$ cat src/rtl/uart_rx_ctrl.sv
// UART receive front-end: oversamples RX_IN, 2-of-3 votes each bit and sequences the frame.
// Optional macro RX_SYNC_EN inserts a 2-flop input synchronizer (frame timing shifts 2 cycles).

module uart_rx_ctrl #(
    parameter int DATA_WIDTH = 8,
    parameter int PRESCALE_W = 6
) (
    input  logic                  clk,
    input  logic                  rst,
    input  logic                  RX_IN,
    input  logic                  PAR_EN,
    input  logic                  PAR_TYP,
    input  logic [PRESCALE_W-1:0] Prescale,
    output logic                  sampled_bit,
    output logic                  deser_en,
    output logic                  new_op_flag,
    output logic                  data_valid,
    output logic                  par_err,
    output logic                  stp_err,
    output logic                  busy
);

    localparam int BCW = (DATA_WIDTH > 1) ? $clog2(DATA_WIDTH) : 1;
    localparam logic [BCW-1:0] LAST_BIT = BCW'(DATA_WIDTH - 1);

    typedef enum logic [2:0] {IDLE, START, DATA, PARITY, STOP} state_t;

    state_t                state_r;
    logic [PRESCALE_W-1:0] prescale_r;
    logic [PRESCALE_W-1:0] edge_cnt_r;
    logic [BCW-1:0]        bit_cnt_r;
    logic                  samp0_r;
    logic                  samp1_r;
    logic                  par_acc_r;
    logic                  err_r;

    logic                  rx_s;
    logic [PRESCALE_W-1:0] half_s;
    logic [PRESCALE_W-1:0] h_m1_s;
    logic [PRESCALE_W-1:0] h_p1_s;
    logic [PRESCALE_W-1:0] h_p2_s;
    logic [PRESCALE_W-1:0] prescale_sel_s;
    logic                  last_edge_s;
    logic                  vote_s;
    logic                  par_bad_s;

    function automatic logic maj3(input logic a, input logic b, input logic c);
        return (a & b) | (a & c) | (b & c);
    endfunction

    function automatic logic par_mismatch(input logic acc, input logic typ, input logic rx_bit);
        return rx_bit ^ acc ^ typ;
    endfunction

`ifdef RX_SYNC_EN
    logic [1:0] sync_r;

    // Two-flop synchronizer for the asynchronous serial line; resets to the idle level.
    always_ff @(posedge clk) begin
        if (!rst) begin
            sync_r <= 2'b11;
        end else begin
            sync_r <= {sync_r[0], RX_IN};
        end
    end

    assign rx_s = sync_r[1];
`else
    assign rx_s = RX_IN;
`endif

    // Sample-point arithmetic, vote of the two stored samples with the live third one, ratio legalisation.
    always_comb begin
        half_s      = prescale_r >> 1;
        h_m1_s      = half_s - PRESCALE_W'(1);
        h_p1_s      = half_s + PRESCALE_W'(1);
        h_p2_s      = half_s + PRESCALE_W'(2);
        last_edge_s = (edge_cnt_r == (prescale_r - PRESCALE_W'(1)));
        vote_s      = maj3(samp0_r, samp1_r, rx_s);
        par_bad_s   = par_mismatch(par_acc_r, PAR_TYP, vote_s);
        if ((Prescale == PRESCALE_W'(16)) || (Prescale == PRESCALE_W'(32))) begin
            prescale_sel_s = Prescale;
        end else begin
            prescale_sel_s = PRESCALE_W'(8);
        end
    end

    // Frame FSM with sampling, counters and all registered outputs.
    always_ff @(posedge clk) begin
        if (!rst) begin
            state_r     <= IDLE;
            prescale_r  <= PRESCALE_W'(8);
            edge_cnt_r  <= '0;
            bit_cnt_r   <= '0;
            samp0_r     <= 1'b0;
            samp1_r     <= 1'b0;
            par_acc_r   <= 1'b0;
            err_r       <= 1'b0;
            sampled_bit <= 1'b0;
            deser_en    <= 1'b0;
            new_op_flag <= 1'b0;
            data_valid  <= 1'b0;
            par_err     <= 1'b0;
            stp_err     <= 1'b0;
            busy        <= 1'b0;
        end else begin
            new_op_flag <= 1'b0;
            deser_en    <= 1'b0;
            data_valid  <= 1'b0;
            par_err     <= 1'b0;
            stp_err     <= 1'b0;

            // Third sample is never stored: it is voted straight onto sampled_bit.
            if (state_r != IDLE) begin
                if (edge_cnt_r == h_m1_s) begin
                    samp0_r <= rx_s;
                end else if (edge_cnt_r == half_s) begin
                    samp1_r <= rx_s;
                end else if (edge_cnt_r == h_p1_s) begin
                    sampled_bit <= vote_s;
                end else begin
                    samp0_r <= samp0_r;
                end
            end

            case (state_r)
                IDLE: begin
                    prescale_r <= prescale_sel_s;
                    edge_cnt_r <= '0;
                    bit_cnt_r  <= '0;
                    if (!rx_s) begin
                        state_r     <= START;
                        edge_cnt_r  <= PRESCALE_W'(1);
                        new_op_flag <= 1'b1;
                        busy        <= 1'b1;
                        par_acc_r   <= 1'b0;
                        err_r       <= 1'b0;
                    end
                end
                START: begin
                    if ((edge_cnt_r == h_p2_s) && sampled_bit) begin
                        state_r    <= IDLE;
                        busy       <= 1'b0;
                        edge_cnt_r <= '0;
                    end else if (last_edge_s) begin
                        state_r    <= DATA;
                        edge_cnt_r <= '0;
                    end else begin
                        edge_cnt_r <= edge_cnt_r + PRESCALE_W'(1);
                    end
                end
                DATA: begin
                    if (edge_cnt_r == h_p1_s) begin
                        deser_en  <= 1'b1;
                        par_acc_r <= par_acc_r ^ vote_s;
                    end
                    if (last_edge_s) begin
                        edge_cnt_r <= '0;
                        if (bit_cnt_r == LAST_BIT) begin
                            bit_cnt_r <= '0;
                            state_r   <= PAR_EN ? PARITY : STOP;
                        end else begin
                            bit_cnt_r <= bit_cnt_r + BCW'(1);
                        end
                    end else begin
                        edge_cnt_r <= edge_cnt_r + PRESCALE_W'(1);
                    end
                end
                PARITY: begin
                    if ((edge_cnt_r == h_p1_s) && par_bad_s) begin
                        par_err <= 1'b1;
                        err_r   <= 1'b1;
                    end
                    if (last_edge_s) begin
                        state_r    <= STOP;
                        edge_cnt_r <= '0;
                    end else begin
                        edge_cnt_r <= edge_cnt_r + PRESCALE_W'(1);
                    end
                end
                STOP: begin
                    // Leave at the vote so a start bit right after the stop bit is not missed.
                    if (edge_cnt_r == h_p1_s) begin
                        if (!vote_s) begin
                            stp_err <= 1'b1;
                        end else if (!err_r) begin
                            data_valid <= 1'b1;
                        end
                        state_r    <= IDLE;
                        busy       <= 1'b0;
                        edge_cnt_r <= '0;
                    end else begin
                        edge_cnt_r <= edge_cnt_r + PRESCALE_W'(1);
                    end
                end
                default: begin
                    state_r    <= IDLE;
                    busy       <= 1'b0;
                    edge_cnt_r <= '0;
                end
            endcase
        end
    end

endmodule

$ cat config.mk
export PLATFORM = sky130hd
export DESIGN_NAME = uart_rx_ctrl
export DESIGN_NICKNAME = d
export VERILOG_FILES = /design/src/rtl/uart_rx_ctrl.sv
export SDC_FILE = /design/constraint.sdc
export NUM_CORES = 1
export LEC_CHECK = 0
export BUFFER_PORTS_ARGS = -buffer_cell sky130_fd_sc_hd__buf_2
export CAP_MARGIN = 20
export CORE_MARGIN = 8
export CORE_UTILIZATION = 40
export DETAILED_ROUTE_END_ITERATION = 10
export MAX_ROUTING_LAYER = met4
export SYNTH_ARGS = -nofsm -noshare
export SYNTH_HDL_FRONTEND = slang
export SYNTH_SLANG_ARGS = --single-unit
$ cat constraint.sdc
create_clock -name clk -period 2.6 [get_ports clk]
set_input_delay 0.52 -clock clk [delete_from_list [all_inputs] [get_ports clk]]
set_output_delay 0.52 -clock clk [all_outputs]
set_load 0.1 [all_outputs]
==> results_dict.tcl <==
set metrics [dict create \
    worstSetupPathType "register to register" \
    ys_types 47 \
    ir_drop_uv 383.5 \
    areaGrowthSynthToFinish_pct 13.48 \
    wl_um 4409 \
    cts_tree "yes" \
    root_buffer "clkbuf_8" \
    drv_slew 0 \
    cts_made_buffers 5 \
    drive_above_1_share_pct 17.81 \
    syn-num-nets 245 \
    syn-mean-instance-area_um2 8.412 \
    clock-sinks 29 \
    drt-initial-drc-count 77 \
    die_w_um 84.64 \
    place.gp.congestion 0.8550 \
    yosysWarnings 0 \
    ys_seq_area_share_pct 30.81 \
    grt_first_pass_wirelength_um 7376 \
    fin_crit_sh_pct 94.55 \
    core-area_mm2 0.004629 \
    antenna_left 0 \
    fill_cells 462 \
    grt_max_degree 19 \
    netlist_instances 224 \
    grt_usage_pct 13.16 \
    start_kind "register" \
    rr_worst_depth 7 \
    worst_ep_arrival_time_ns 2.63 \
    hold_viol_final 0 \
    endpoint_kind "register" \
    clock_latency_ns 0.28 \
    synth_edf_count 0 \
    placementRows 25 \
    yosysTopAreaCellShare_pct 30.81 \
    wl_per_cell_um 14.65 \
    antenna_found_initial 0 \
    finalSetupViolations 0 \
    die_area_mm2 0.007163 \
    skew_ns 0.004095 \
    cp_max_fo 4 \
    viasPerCell 5.389 \
    grt.overflow.total 0 \
    ys.flop_type "dfxtp_1" \
    start_util_pct 40.70 \
    hold_path_class "register to register" \
    dp_hpwl_um 3378 \
    rsz0062_at_grt "no" \
    status "finished, final reports clean" \
    portBuffers 17 \
    tightest_slew_ns 0.8131 \
    power_density_mw_per_mm2 438.9 \
    drcViolationCount 0 \
    whs_ns 0.4224 \
    num_vias 1622 \
    layout_min_cycle_time_ns 2.458 \
    async_reset_ff_share_pct 0 \
    cp.required_ns 2.78 \
    grt_pass1_vias 1562 \
    synth.area.top_cells "dfxtp_1, xnor2_1, ha_1, nor2_1, xor2_1" \
    clock.fmax_mhz 406.8 \
    layout_common_cells "dfxtp_1, xnor2_1, nor2_1" \
    ios 18 \
    netlist_area_mm2 0.001884 \
    drv_cap 0 \
    cts_max_path_buffers 2 \
    final_common_cell "dfxtp_1" \
    antenna_cells 0 \
    hold_depth 1 \
    final_nets 267 \
    yosysTopAreaCell "dfxtp_1" \
    relSlewSlack_pct 45.38 \
    setup_tns_ns 0 \
    dr.pass1.iters 4 \
    die_h_um 84.64 \
    p_leak_nw 0.8136 \
    clk_pin_slew_ns 0.06 \
    ys_ff_latch 29 \
    htreeDepth 2 \
]
## stage by stage
step                      total power, mW  instances  worst slack [ns]  cell area [um2]  utilization (%)
final                              0.9385        301            0.1418             2138            46.19
after floorplan                    0.5578        224            0.3291             1884                -
after global placement             0.5892        292            0.1610             2038            44.03
after CTS                          0.9492        300           0.06638             2125            45.89
after global routing               0.9770        301           0.02709             2138            46.19
after detailed placement           0.5883        292           0.07923             2038            44.03
## timing repair
action,CTS,global route
endpoints found under the setup margin,0,10
buffers inserted,0,1
hold buffers,0,0
gates resized for setup,0,3
## critical path, cell delays in order (launching register included)
cell and delay, ns:
dfxtp_1 0.34, ha_1 0.27, nor2b_1 0.18, or4_4 0.43, a311oi_2 0.46, o21ai_2 0.16
and2_4 0.19, o311a_1 0.33
## Yosys cell counts, drive strengths merged (4+ instances only)
cell / count
dfxtp: 29
xnor2: 21
nor2: 20
nand2: 16
o21ai: 13
inv: 12
nor3: 11
ha: 10
a21oi: 9
nand3: 9
xor2: 8
clkbuf: 6
mux2i: 6
buf: 5
nand4: 5
or4: 5
nor2b: 4
nor4: 4
## area by class of cell
type | count | area [um2] | share of cell area (%)
Clock inverter | 3 | 17.52 | 0.8192
Timing Repair Buffer | 26 | 152.6 | 7.139
Tap cell | 54 | 67.56 | 3.160
Multi-Input combinational cell | 171 | 1201 | 56.17
Sequential cell | 29 | 581.8 | 27.21
Clock buffer | 5 | 68.82 | 3.218
Inverter | 13 | 48.80 | 2.282
## cells by family after synthesis
group / synth area share, %
xor gates and xnor gates: 14.48
muxes: 3.187
and+or+nand+nor: 24.24
adders and majority gates: 7.171
AOI/OAI and AO/OA: 14.41
buffers and inverters: 5.710
DFF: 30.81
## layer usage
layer  track usage (%)  part of all wire [%]
met5                 -                     0
met4             5.340                   2.2
met3             3.024                   4.1
met2             20.54                    46
met1             15.92                    47
## worst paths after layout
path                               from                  endpoint  slack, ns
max reg2reg  prescale_r[2]$_SDFFE_PN0P_  edge_cnt_r[0]$_SDFF_PN0_       0.14
min reg2reg          err_r$_SDFFE_PN0P_     data_valid$_SDFF_PN0_       0.42
min                  err_r$_SDFFE_PN0P_     data_valid$_SDFF_PN0_       0.42
max          prescale_r[2]$_SDFFE_PN0P_  edge_cnt_r[0]$_SDFF_PN0_       0.14
## registers in the layout, summed over array words and instances, names as in the netlist
name         count
edge_cnt_r       6
sampled_bit      1
new_op_flag      1
err_r            1
busy             1
par_err          1
bit_cnt_r        3
samp1_r          1
prescale_r       6
state_r          3
stp_err          1
par_acc_r        1
deser_en         1
data_valid       1
samp0_r          1
## power breakdown
group | switching (mW) | internal [mW] | total [mW] | leakage (nW)
Sequential | 0.00957 | 0.451 | 0.461 | 0.235
Clock | 0.174 | 0.184 | 0.358 | 0.0439
Combinational | 0.0762 | 0.0430 | 0.119 | 0.535
No activity file was read; power rests on OpenSTA's default activity.
